[src/rtl/fetch_pkg.sv]
// rtl/fetch_pkg.sv - shared constants and entry layout for the fetch stage
package fetch_pkg;

    localparam int          FETCH_XLEN = 32;
    localparam logic [31:0] NOP_INSTR  = 32'h0000_0013;

    // Queue entries are packed pc-high, instr-low; the top level uses the same order.
    typedef struct packed {
        logic [FETCH_XLEN-1:0] pc;
        logic [FETCH_XLEN-1:0] instr;
    } fetch_entry_t;

    function automatic int cnt_width(input int depth);
        return $clog2(depth + 1);
    endfunction

endpackage

[src/rtl/fetch_fifo.sv]
// rtl/fetch_fifo.sv - circular buffer with wrap-bit pointers and synchronous flush
module fetch_fifo
    import fetch_pkg::*;
#(
    parameter int WIDTH = 64,
    parameter int DEPTH = 4
) (
    input  logic                         clk,
    input  logic                         rst_n,
    input  logic                         flush,
    input  logic                         push,
    input  logic [WIDTH-1:0]             push_data,
    input  logic                         pop,
    output logic [WIDTH-1:0]             head_data,
    output logic                         empty,
    output logic [cnt_width(DEPTH)-1:0]  count
);

    localparam int AW = $clog2(DEPTH);

    logic [AW:0]       wr_ptr_q, wr_ptr_d;
    logic [AW:0]       rd_ptr_q, rd_ptr_d;
    logic [WIDTH-1:0]  mem_q [DEPTH];
    logic [WIDTH-1:0]  mem_d [DEPTH];
    logic              full;
    logic              push_en;
    logic              pop_en;

    assign empty     = (wr_ptr_q == rd_ptr_q);
    assign full      = (wr_ptr_q[AW] != rd_ptr_q[AW]) &&
                       (wr_ptr_q[AW-1:0] == rd_ptr_q[AW-1:0]);
    assign count     = wr_ptr_q - rd_ptr_q;
    assign head_data = mem_q[rd_ptr_q[AW-1:0]];

    always_comb begin
        push_en  = push && !full && !flush;
        pop_en   = pop && !empty && !flush;
        mem_d    = mem_q;
        wr_ptr_d = wr_ptr_q;
        rd_ptr_d = rd_ptr_q;
        if (flush) begin
            wr_ptr_d = '0;
            rd_ptr_d = '0;
        end else begin
            if (push_en) begin
                mem_d[wr_ptr_q[AW-1:0]] = push_data;
                wr_ptr_d                = wr_ptr_q + 1'b1;
            end
            if (pop_en) begin
                rd_ptr_d = rd_ptr_q + 1'b1;
            end
        end
    end

    always_ff @(posedge clk or negedge rst_n) begin
        if (!rst_n) begin
            wr_ptr_q <= '0;
            rd_ptr_q <= '0;
            for (int i = 0; i < DEPTH; i++) begin
                mem_q[i] <= '0;
            end
        end else begin
            wr_ptr_q <= wr_ptr_d;
            rd_ptr_q <= rd_ptr_d;
            mem_q    <= mem_d;
        end
    end

endmodule

[src/rtl/fetch_queue.sv]
// rtl/fetch_queue.sv - credit-based in-order prefetch queue between PC generation and decode
module fetch_queue
    import fetch_pkg::*;
#(
    parameter int             XLEN     = 32,
    parameter int             DEPTH    = 4,
    parameter logic [XLEN-1:0] RESET_PC = '0,
    parameter int             PC_STEP  = 4
) (
    input  logic            clk,
    input  logic            rst,
    input  logic            redirect_valid,
    input  logic [XLEN-1:0] redirect_pc,
    output logic            imem_req_valid,
    input  logic            imem_req_ready,
    output logic [XLEN-1:0] imem_addr,
    input  logic            imem_rsp_valid,
    input  logic [XLEN-1:0] imem_rsp_instr,
    output logic            instr_valid,
    input  logic            decode_ready,
    output logic [XLEN-1:0] InstrD,
    output logic [XLEN-1:0] PCD,
    output logic [XLEN-1:0] inc_PCD
);

    localparam int CW = cnt_width(DEPTH);
    localparam int EW = 2 * XLEN;

    logic [XLEN-1:0] pc_q, pc_d;
    logic [CW-1:0]   outstanding_q, outstanding_d;
    logic [CW-1:0]   drop_cnt_q, drop_cnt_d;

    logic [CW-1:0]   count;
    logic [CW-1:0]   shadow_count;
    logic            q_empty;
    logic            shadow_empty;
    logic [EW-1:0]   head_entry;
    logic [EW-1:0]   push_entry;
    logic [XLEN-1:0] rsp_pc;
    logic [XLEN-1:0] head_pc;
    logic [XLEN-1:0] head_instr;
    logic            credit_ok;
    logic            issue;
    logic            drop_rsp;
    logic            push;
    logic            pop;

    // Every in-flight fetch owns a queue slot, so a response always has room.
    assign credit_ok      = ({1'b0, count} + {1'b0, outstanding_q}) < (CW+1)'(DEPTH);
    assign imem_req_valid = rst && !redirect_valid && credit_ok;
    assign imem_addr      = pc_q;
    assign issue          = imem_req_valid && imem_req_ready;

    assign drop_rsp   = redirect_valid || (drop_cnt_q != '0);
    assign push       = imem_rsp_valid && !drop_rsp;
    assign pop        = !q_empty && decode_ready && !redirect_valid;
    assign push_entry = {rsp_pc, imem_rsp_instr};

    always_comb begin
        pc_d          = pc_q;
        outstanding_d = outstanding_q + CW'(issue) - CW'(imem_rsp_valid);
        drop_cnt_d    = drop_cnt_q;
        if (redirect_valid) begin
            pc_d       = redirect_pc;
            // Everything still in flight after this edge belongs to the old path.
            drop_cnt_d = outstanding_d;
        end else begin
            if (issue) begin
                pc_d = pc_q + XLEN'(PC_STEP);
            end
            if (imem_rsp_valid && (drop_cnt_q != '0)) begin
                drop_cnt_d = drop_cnt_q - 1'b1;
            end
        end
    end

    always_ff @(posedge clk or negedge rst) begin
        if (!rst) begin
            pc_q          <= RESET_PC;
            outstanding_q <= '0;
            drop_cnt_q    <= '0;
        end else begin
            pc_q          <= pc_d;
            outstanding_q <= outstanding_d;
            drop_cnt_q    <= drop_cnt_d;
        end
    end

    fetch_fifo #(
        .WIDTH (EW),
        .DEPTH (DEPTH)
    ) u_entry_q (
        .clk       (clk),
        .rst_n     (rst),
        .flush     (redirect_valid),
        .push      (push),
        .push_data (push_entry),
        .pop       (pop),
        .head_data (head_entry),
        .empty     (q_empty),
        .count     (count)
    );

    // Addresses of issued fetches; never flushed, since stale responses still retire here.
    fetch_fifo #(
        .WIDTH (XLEN),
        .DEPTH (DEPTH)
    ) u_addr_q (
        .clk       (clk),
        .rst_n     (rst),
        .flush     (1'b0),
        .push      (issue),
        .push_data (pc_q),
        .pop       (imem_rsp_valid),
        .head_data (rsp_pc),
        .empty     (shadow_empty),
        .count     (shadow_count)
    );

    assign head_pc     = head_entry[EW-1:XLEN];
    assign head_instr  = head_entry[XLEN-1:0];
    assign instr_valid = !q_empty;
    assign InstrD      = instr_valid ? head_instr : XLEN'(NOP_INSTR);
    assign PCD         = instr_valid ? head_pc : '0;
    assign inc_PCD     = PCD + XLEN'(PC_STEP);

    sva_credit: assert property (@(posedge clk) disable iff (!rst)
        ({1'b0, count} + {1'b0, outstanding_q}) <= (CW+1)'(DEPTH));

    sva_shadow: assert property (@(posedge clk) disable iff (!rst)
        shadow_count == outstanding_q);

    sva_rsp_order: assert property (@(posedge clk) disable iff (!rst)
        imem_rsp_valid |-> !shadow_empty);

endmodule

[config.mk]
export PLATFORM = sky130hd
export DESIGN_NAME = fetch_queue
export DESIGN_NICKNAME = d
export VERILOG_FILES = /design/src/rtl/fetch_pkg.sv /design/src/rtl/fetch_fifo.sv /design/src/rtl/fetch_queue.sv
export SDC_FILE = /design/constraint.sdc
export NUM_CORES = 1
export LEC_CHECK = 0
export CORE_UTILIZATION = 60
export DETAILED_ROUTE_END_ITERATION = 10
export PLACE_DENSITY = 0.81
export SLEW_MARGIN = 20
export SYNTH_ARGS = -nofsm -noshare
export SYNTH_HDL_FRONTEND = slang
export SYNTH_SLANG_ARGS = --single-unit
[constraint.sdc]
create_clock -name clk -period 15.2 [get_ports clk]
set_clock_uncertainty 0.2 [all_clocks]
set_input_delay 2.28 -clock clk [delete_from_list [all_inputs] [get_ports clk]]
set_output_delay 2.28 -clock clk [all_outputs]
set_load 0.005 [all_outputs]
==> results_dict.tcl, run 1 <==
set metrics [dict create \
    status "completed" \
    grt_antenna_before_repair 0 \
    hpwlAfterDp_um 30200 \
    critPathCaptureType "primary output" \
    p_leak_nw 11.3 \
    antenna_cells 0 \
    die-height_um 188 \
    htree_levels 2 \
    synthTopCellsByCount "434 x dfrtp_1, 381 x mux2_2, 82 x mux4_2, 59 x nand2_1, 53 x and2_1" \
    grt_pass1_vias 13800 \
    critPathBufInv 5 \
    drt_first_iter_violations 780 \
    crit_fanout 55 \
    postSynthRegisterBits 434 \
    tritoncts "built" \
    grt_overflow 0 \
    yosysTopAreaCell "dfrtp_1" \
    synth_area_um2 20800 \
    drive_gt1_frac 0.348 \
    cts-root-buf "clkbuf_16" \
    ys_seq_area_frac 0.522 \
    synth.top_cells.by_area "dfrtp_1 52%, mux2_2 21%, mux4_2 8.9%" \
    ant_nets 0 \
    async_flop_share 1.00 \
    remaining_drc_errors 0 \
    fin_nets 1727 \
    max_freq_mhz 132 \
    setup_viol 0 \
    coreArea_um2 33800 \
    num_rows 67 \
    fin_crit_sh 0.498 \
    num_io_pins 200 \
    grt_pass1_wl_um 74900 \
    die_area_um2 35400 \
    hold_violations 0 \
    dieWidth_um 188 \
    post_cts_resized 0 \
    power.density_nw_per_um2 147 \
    yosys.cell_count.top_type "dfrtp_1" \
    cts_buffers 46 \
    start_util 0.616 \
    cp_top_family "simple AND/OR/NAND/NOR gates" \
    grtUsageTotal 0.269 \
    wl_um 46500 \
    firstDrtPassIters 5 \
    post_cts.repair.setup_buffers 0 \
    yosysTopAreaCellShare 0.522 \
    gp_congestion 0.889 \
    worstPathArrival_ps 5090 \
    synth_edf_count 0 \
    worstSetupPathType "reg -> out" \
    path_cells "ha_1, nand2_1, nor2_1, buf_4, inv_1, buf_4, nand2_1, inv_1, ha_1, nand4_1, nor3_2, nand4_1, xnor2_1, clkdlybuf4s50_1" \
    p_total_mw 3.61 \
    startpoint_type "flop" \
    cp_slowest_cell "dfrtp_4" \
    crit_required_ps 12720 \
    period_needed_ps 7570 \
    cap_violations 0 \
    n_fill_cell 2150 \
    syn_area_per_cell_um2 14.2 \
    synthFlopType "dfrtp_1" \
    holdBufCountCts 0 \
    rsz0062_at_grt "false" \
    path_clk_slew_ps 60 \
    yosysUniqueCellTypes 60 \
    irDropWorstVdd_uv 88.9 \
    areaGrowthSynthToFinish_pct 17.8 \
    port_buffers 199 \
    slew_headroom 0.305 \
    tightest_slew_ps 1040 \
    cpPeakStageDelay_ps 660 \
    setup_tns_ps 0 \
    hold_path.class "reg -> reg" \
    synth_warnings 0 \
    vias_per_cell 6.14 \
    vias 13000 \
    synthCells 1470 \
    clock-sinks 434 \
    wl_per_cell_um 22.0 \
    grt_max_degree 99 \
    ctsLongestPathBuffers 3 \
    slew_viol_final 0 \
    syn-num-nets 1562 \
    insertion_delay_ps 540 \
]
cell families after synthesis:
| family | count (synthesis) | synth area share |
|---|---|---|
| AO/OA/AOI/OAI | 90 | 0.0307 |
| XOR/XNOR | 47 | 0.0201 |
| adder cells (fa/ha/maj) | 22 | 0.0140 |
| buffers and inverters | 136 | 0.0300 |
| flip-flops | 434 | 0.522 |
| multiplexers | 485 | 0.317 |
| AND/OR/NAND/NOR | 256 | 0.0663 |
where the power goes:
group	internal [mW]	switching, mW	leakage (nW)
sequential	1.40	0.179	5.80
combinational	0.517	0.413	4.72
clock	0.658	0.441	0.744
total	2.58	1.03	11.3
through the flow:
step	instance area [µm²]	hold slack (ps)	setup slack, ps	cells	utilization
final	24500	287	7630	2117	0.726
after floorplan	20800	259	9050	1470	-
after CTS	24500	296	7610	2117	0.726
after global placement	23000	268	8340	2035	0.681
after detailed placement	23000	277	8190	2035	0.681
after global routing	24500	306	7260	2117	0.726
worst paths after layout:
path,slack [ps],to,from,depth (start not counted)
worst max register to register,10160,drop_cnt_q[2],u_entry_q.rd_ptr_q[0],18
worst min-delay path,290,u_addr_q.mem_q[120],u_addr_q.mem_q[120],1
worst max-delay path,7630,inc_PCD[30],u_entry_q.rd_ptr_q[0],14
min in group asynchronous,1560,u_entry_q.mem_q[202],rst,1
max in group asynchronous,11650,u_entry_q.rd_ptr_q[0],rst,2
worst min register to register,290,u_addr_q.mem_q[120],u_addr_q.mem_q[120],1
layout make-up:
type / instances / area (µm²) / area share
sequential: 434 / 10900 / 0.443
clock buffer: 73 / 1430 / 0.0582
timing repair buffer: 216 / 2120 / 0.0866
clock inverter: 9 / 73.8 / 0.00301
tap: 448 / 561 / 0.0229
multi-input combinational: 900 / 9330 / 0.380
inverter: 37 / 139 / 0.00566
sequential cells by signal, summed over array words and instances (netlist names):
name                cells
u_entry_q.mem_q       256
u_addr_q.mem_q        128
u_addr_q.rd_ptr_q       3
u_addr_q.wr_ptr_q       3
drop_cnt_q              3
u_entry_q.wr_ptr_q      3
u_entry_q.rd_ptr_q      3
outstanding_q           3
imem_addr              32
layer usage:
layer,vias to the layer above,global-route usage,wire length [µm]
li1,5718,-,-
met1,6808,0.381,20500
met2,402,0.444,22800
met3,70,0.0395,2350
met5,-,0,0
met4,0,0.0619,883
cells in the final DEF (no fill, tap or decap), types with 20 or more instances in the layout:
cell type,synthesis,routed
and2_1,53,53
clkbuf_16,0,49
clkdlybuf4s50_1,0,197
dfrtp_1,434,430
ha_1,20,20
inv_1,36,36
mux2_2,381,381
mux4_2,82,82
nand2_1,59,58
nand3_1,37,37
nor2_1,36,35
o21ai_0,34,34
xnor2_1,31,31
Power figures use the tool's default switching activity.
==> run 2: changes to the inputs <==
--- a/config.mk
+++ b/config.mk
@@ -5,9 +5,9 @@
 export SDC_FILE = /design/constraint.sdc
 export NUM_CORES = 1
 export LEC_CHECK = 0
-export CORE_UTILIZATION = 60
+export CORE_UTILIZATION = 58
 export DETAILED_ROUTE_END_ITERATION = 10
-export PLACE_DENSITY = 0.81
+export PLACE_DENSITY = 0.79
 export SLEW_MARGIN = 20
 export SYNTH_ARGS = -nofsm -noshare
 export SYNTH_HDL_FRONTEND = slang
==> constraint.sdc (replaced) <==
create_clock -name clk -period 7.9 [get_ports clk]
set_clock_uncertainty 0.2 [all_clocks]
set_input_delay 1.185 -clock clk [delete_from_list [all_inputs] [get_ports clk]]
set_output_delay 1.185 -clock clk [all_outputs]
set_load 0.005 [all_outputs]
==> run 2 against run 1 <==
Net effect:
- setup slack worse by 6100 ps
- die area is 3.4% higher
- first-iteration DRC count increased by 1.5%
- design area down 0.24%
- sequential power is 92% higher
- power grew 90%
- utilization is 2.5 points lower
- critical endpoint is now inc_PCD[18]
==> results_dict.tcl, run 2 (synthesis gave the netlist of run 1 again) <==
set metrics [dict create \
    grtUsageTotal 0.262 \
    startpoint_type "flop" \
    insertion_delay_ps 530 \
    setup_viol 0 \
    htree_levels 2 \
    remaining_drc_errors 0 \
    grt_overflow 0 \
    stdcell_count 2123 \
    dp_slack_ps 2200 \
    num_rows 68 \
    fin_nets 1727 \
    vias 13000 \
    firstDrtPassIters 5 \
    setup_tns_ps 0 \
    multi_input_area_um2 9320 \
    wl_um 46300 \
    rsz0062_at_grt "false" \
    placed_cells 2044 \
    n_fill_cell 2362 \
    power.density_nw_per_um2 280 \
    post_cts_resized 0 \
    dieWidth_um 191 \
    grt_pass1_vias 13400 \
    tritoncts "built" \
    wl_per_cell_um 21.8 \
    final_common_cell "dfrtp_1" \
    port_buffers 199 \
    die_area_um2 36600 \
    ant_nets 0 \
    slew_viol_final 0 \
    cts-root-buf "clkbuf_16" \
    ctsLongestPathBuffers 3 \
    fin_ws_ps 1580 \
    cp_slowest_cell "dfrtp_2" \
    path_cells "inv_1, ha_1, nand2_1, nor2_1, buf_4, inv_1, and2_1, ha_1, nand4_1, nor3_2, nand3_1, xnor2_1, clkdlybuf4s50_1" \
    regMostFlops "u_entry_q.mem_q" \
    drive_gt1_frac 0.346 \
    max_freq_mhz 158 \
    cap_violations 0 \
    hold_path.class "reg -> reg" \
    grt_max_degree 106 \
    whs_ps 288 \
    grt_antenna_before_repair 0 \
    num_io_pins 200 \
    period_needed_ps 6320 \
    areaGrowthSynthToFinish_pct 17.6 \
    ff_latch_area_um2 10900 \
    p_total_mw 6.86 \
    cpPeakStageDelay_ps 780 \
    irDropWorstVdd_uv 157 \
    fin_crit_sh 0.801 \
    worstSetupPathType "reg -> out" \
    start_util 0.596 \
    largest_register_ff_count 256 \
    p_leak_nw 11.2 \
    clock-sinks 434 \
    slew_headroom 0.345 \
    r2r-start "u_entry_q.rd_ptr_q[1]" \
    worstPathArrival_ps 4940 \
    antenna_cells 0 \
    coreArea_um2 34900 \
    fin_util 0.701 \
    holdBufCountCts 0 \
    post_cts.repair.setup_buffers 0 \
    hpwlAfterDp_um 29900 \
    drt_first_iter_violations 792 \
    gp_congestion 0.876 \
    tightest_slew_ps 982 \
    dpl_cell_area_um2 23000 \
    vias_per_cell 6.13 \
    hold_violations 0 \
    finalInstanceArea_um2 24500 \
    crit_required_ps 6510 \
    startpoint "u_entry_q.rd_ptr_q[1]" \
    die-height_um 191 \
    min_from "u_addr_q.mem_q[120]" \
    grt_pass1_wl_um 74700 \
    cts_buffers 44 \
    crit_fanout 24 \
    status "completed" \
    path_clk_slew_ps 60 \
    critPathCaptureType "primary output" \
    mostFrequentLayoutCells "430 x dfrtp_1, 381 x mux2_2, 197 x clkdlybuf4s50_1" \
]
run 2: final timing paths:
| path | endpoint | depth (start not counted) | slack, ps |
|---|---|---|---|
| worst max register to register | u_addr_q.mem_q[47] | 11 | 2920 |
| worst min-delay path | u_addr_q.mem_q[120] | 1 | 290 |
| worst max-delay path | inc_PCD[18] | 13 | 1580 |
| worst min register to register | u_addr_q.mem_q[120] | 1 | 290 |
| max in group asynchronous | u_entry_q.rd_ptr_q[0] | 3 | 4490 |
| min in group asynchronous | u_entry_q.mem_q[204] | 1 | 440 |
run 2: layout make-up:
| cell class | count | area share |
|---|---|---|
| repair buffers | 218 | 0.0873 |
| multi-input cells | 900 | 0.381 |
| well taps | 455 | 0.0233 |
| flip-flops and latches | 434 | 0.444 |
| clock inverters | 8 | 0.00368 |
| clock buffers | 71 | 0.0545 |
| inverters | 37 | 0.00568 |
run 2: worst max-delay path: cells and delay by family (launching register included):
family        cells  cell delay (ps)
xor+xnor          1              260
simple gates      6             1670
buf+inv           4             1040
fa+ha+maj         2              650
flops             1              780
run 2: metal layers:
layer,track usage,share of wire,vias to the layer above
li1,-,-,5731
met1,0.380,0.45,6774
met2,0.414,0.47,458
met3,0.0404,0.061,61
met4,0.0693,0.021,0
met5,0,0,-
run 2: where the power goes:
group	switching [mW]	leakage (nW)	internal [mW]
sequential	0.341	5.80	2.70
combinational	0.781	4.73	0.993
clock	0.828	0.703	1.22
total	1.95	11.2	4.91
==> run 3: changes to the inputs <==
==> constraint.sdc (replaced) <==
create_clock -name clk -period 6.4 [get_ports clk]
set_clock_uncertainty 0.2 [all_clocks]
set_input_delay 0.96 -clock clk [delete_from_list [all_inputs] [get_ports clk]]
set_output_delay 0.96 -clock clk [all_outputs]
set_load 0.005 [all_outputs]
==> run 3 against run 2 <==
Net effect:
- count of clock-buffer cells in the layout up 1
- clock power rose by 27%
- flip-flop and latch count unchanged
- setup slack got worse by 980 ps
- worst hold slack got worse by 46 ps
- first-iteration DRC count grew 6.1%
- register-to-register slack got worse by 970 ps
- power is 25% higher
- non-clock buffer count stayed put
- largest power group unchanged
==> results_dict.tcl, run 3 (synthesis gave the netlist of run 1 again) <==
set metrics [dict create \
    largest_register_ff_count 256 \
    pwr-share-clk 0.304 \
    worstPathArrival_ps 4640 \
    cp_slowest_cell "clkdlybuf4s50_1" \
    dieWidth_um 191 \
    cap_violations 0 \
    tightest_slew_ps 1000 \
    power_frac_comb 0.259 \
    cpMostUsedCell "inv_1" \
    antenna_cells 0 \
    holdBufCountCts 0 \
    ctsLongestPathBuffers 3 \
    num_io_pins 200 \
    ant_nets 0 \
    areaGrowthSynthToFinish_pct 17.9 \
    max_freq_mhz 172 \
    rsz0062_at_grt "false" \
    period_needed_ps 5800 \
    path_clk_slew_ps 60 \
    grt_antenna_before_repair 0 \
    drive_gt1_frac 0.345 \
    grt_pass1_vias 13500 \
    die_area_um2 36600 \
    cts_buffers 45 \
    dp_slack_ps 1190 \
    internal-power_mw 6.12 \
    insertion_delay_ps 550 \
    fin_ws_ps 599 \
    grt_pass1_wl_um 75900 \
    gp_congestion 0.901 \
    htree_levels 2 \
    vias 13000 \
    hold_path.class "in -> async" \
    cpPeakStageDelay_ps 540 \
    port_buffers 199 \
    drt_first_iter_violations 840 \
    grt_overflow 0 \
    post_cts.repair.setup_buffers 0 \
    setup_tns_ps 0 \
    wl_um 47200 \
    die-height_um 191 \
    clock-sinks 434 \
    setup_viol 0 \
    slew_headroom 0.332 \
    fin_crit_sh 0.906 \
    hold_violations 0 \
    p_leak_nw 11.2 \
    coreArea_um2 34900 \
    final_common_cell "dfrtp_1" \
    grt_max_degree 102 \
    slew_viol_final 0 \
    irDropWorstVdd_uv 199 \
    switching_share 0.285 \
    dpl_cell_area_um2 23000 \
    num_rows 68 \
    finalInstanceArea_um2 24500 \
    power.density_nw_per_um2 349 \
    post_cts_resized 0 \
    startpoint_type "flop" \
    crit_required_ps 5240 \
    hpwlAfterDp_um 30200 \
    status "completed" \
    worstSetupPathType "reg -> out" \
    tritoncts "built" \
    reg2reg_depth 12 \
    critPathCaptureType "primary output" \
    path_cells "inv_1, ha_1, nand2_1, nor2_1, buf_4, inv_1, nand2_1, inv_1, ha_1, nand4_1, nor3_2, nand3_1, xnor2_1, clkdlybuf4s50_1" \
    remaining_drc_errors 0 \
    fin_nets 1728 \
    wl_per_cell_um 22.3 \
    regMostFlops "u_entry_q.mem_q" \
    grtUsageTotal 0.268 \
    cts-root-buf "clkbuf_16" \
    pwr-share-seq 0.438 \
    start_util 0.596 \
    p_switching_mw 2.44 \
    firstDrtPassIters 5 \
    crit_fanout 16 \
    mostFrequentLayoutCells "430 x dfrtp_1, 381 x mux2_2, 197 x clkdlybuf4s50_1" \
    vias_per_cell 6.14 \
]
[run 3: cell count changes in the layout (fill, tap and decap cells not counted), moves of 2 or more]
| cell | delta |
|---|---|
| buf_4 | -3 |
| buf_6 | +2 |
| clkbuf_1 | +2 |
| clkbuf_8 | -3 |
| clkbuf_16 | +2 |
| clkinv_2 | -4 |
[run 3: path summary, 6_finish.rpt]
| path | from | to | slack, ps |
|---|---|---|---|
| hold reg to reg | u_addr_q.rd_ptr_q[2] | u_addr_q.rd_ptr_q[2] | 280 |
| max in group asynchronous | rst | u_entry_q.rd_ptr_q[0] | 3470 |
| setup reg to reg | u_entry_q.wr_ptr_q[0] | u_addr_q.mem_q[12] | 1950 |
| setup / recovery | u_entry_q.wr_ptr_q[0] | inc_PCD[18] | 600 |
| min in group clk | u_addr_q.rd_ptr_q[2] | u_addr_q.rd_ptr_q[2] | 280 |
| hold / removal | rst | u_entry_q.mem_q[135] | 240 |
[run 3: layer usage]
layer,share of wire,track usage
met2,0.48,0.438
met3,0.046,0.0386
met1,0.46,0.380
met4,0.015,0.0650
met5,0,0
[run 3: final cells by class]
class	instances	area [µm²]
well taps	455	569
multi-input cells	900	9330
fillers	2364	10400
inverters	37	139
clock buffers	72	1350
clock inverters	7	116
flip-flops and latches	434	10900
repair buffers	218	2160
[run 3: critical path: cells and delay by family (launching register included)]
kind	cells	cell delay [ps]
AND/OR/NAND/NOR	6	1610
buffers and inverters	5	1190
adder cells (fa/ha/maj)	2	610
flip-flops	1	420
XOR/XNOR	1	230
[run 3: power groups by stage]
stage	sequential (mW)	clock [mW]	combinational (mW)
2_1_floorplan	3.59	0	1.62
3_3_place_gp	3.73	0	2.14
3_5_place_dp	3.78	0	2.21
4_1_cts	3.74	2.64	2.23
5_1_grt	3.82	2.76	2.40
6_report	3.75	2.60	2.21
[run 3: through the flow]
step                      utilization  cells  hold slack (ps)  power, mW
after floorplan                     -   1470              259       5.20
after global placement          0.660   2043              268       5.87
after detailed placement        0.660   2043              278       5.99
after CTS                       0.702   2122              266       8.61
after global routing            0.703   2123              284       8.98
final                           0.703   2123              243       8.56
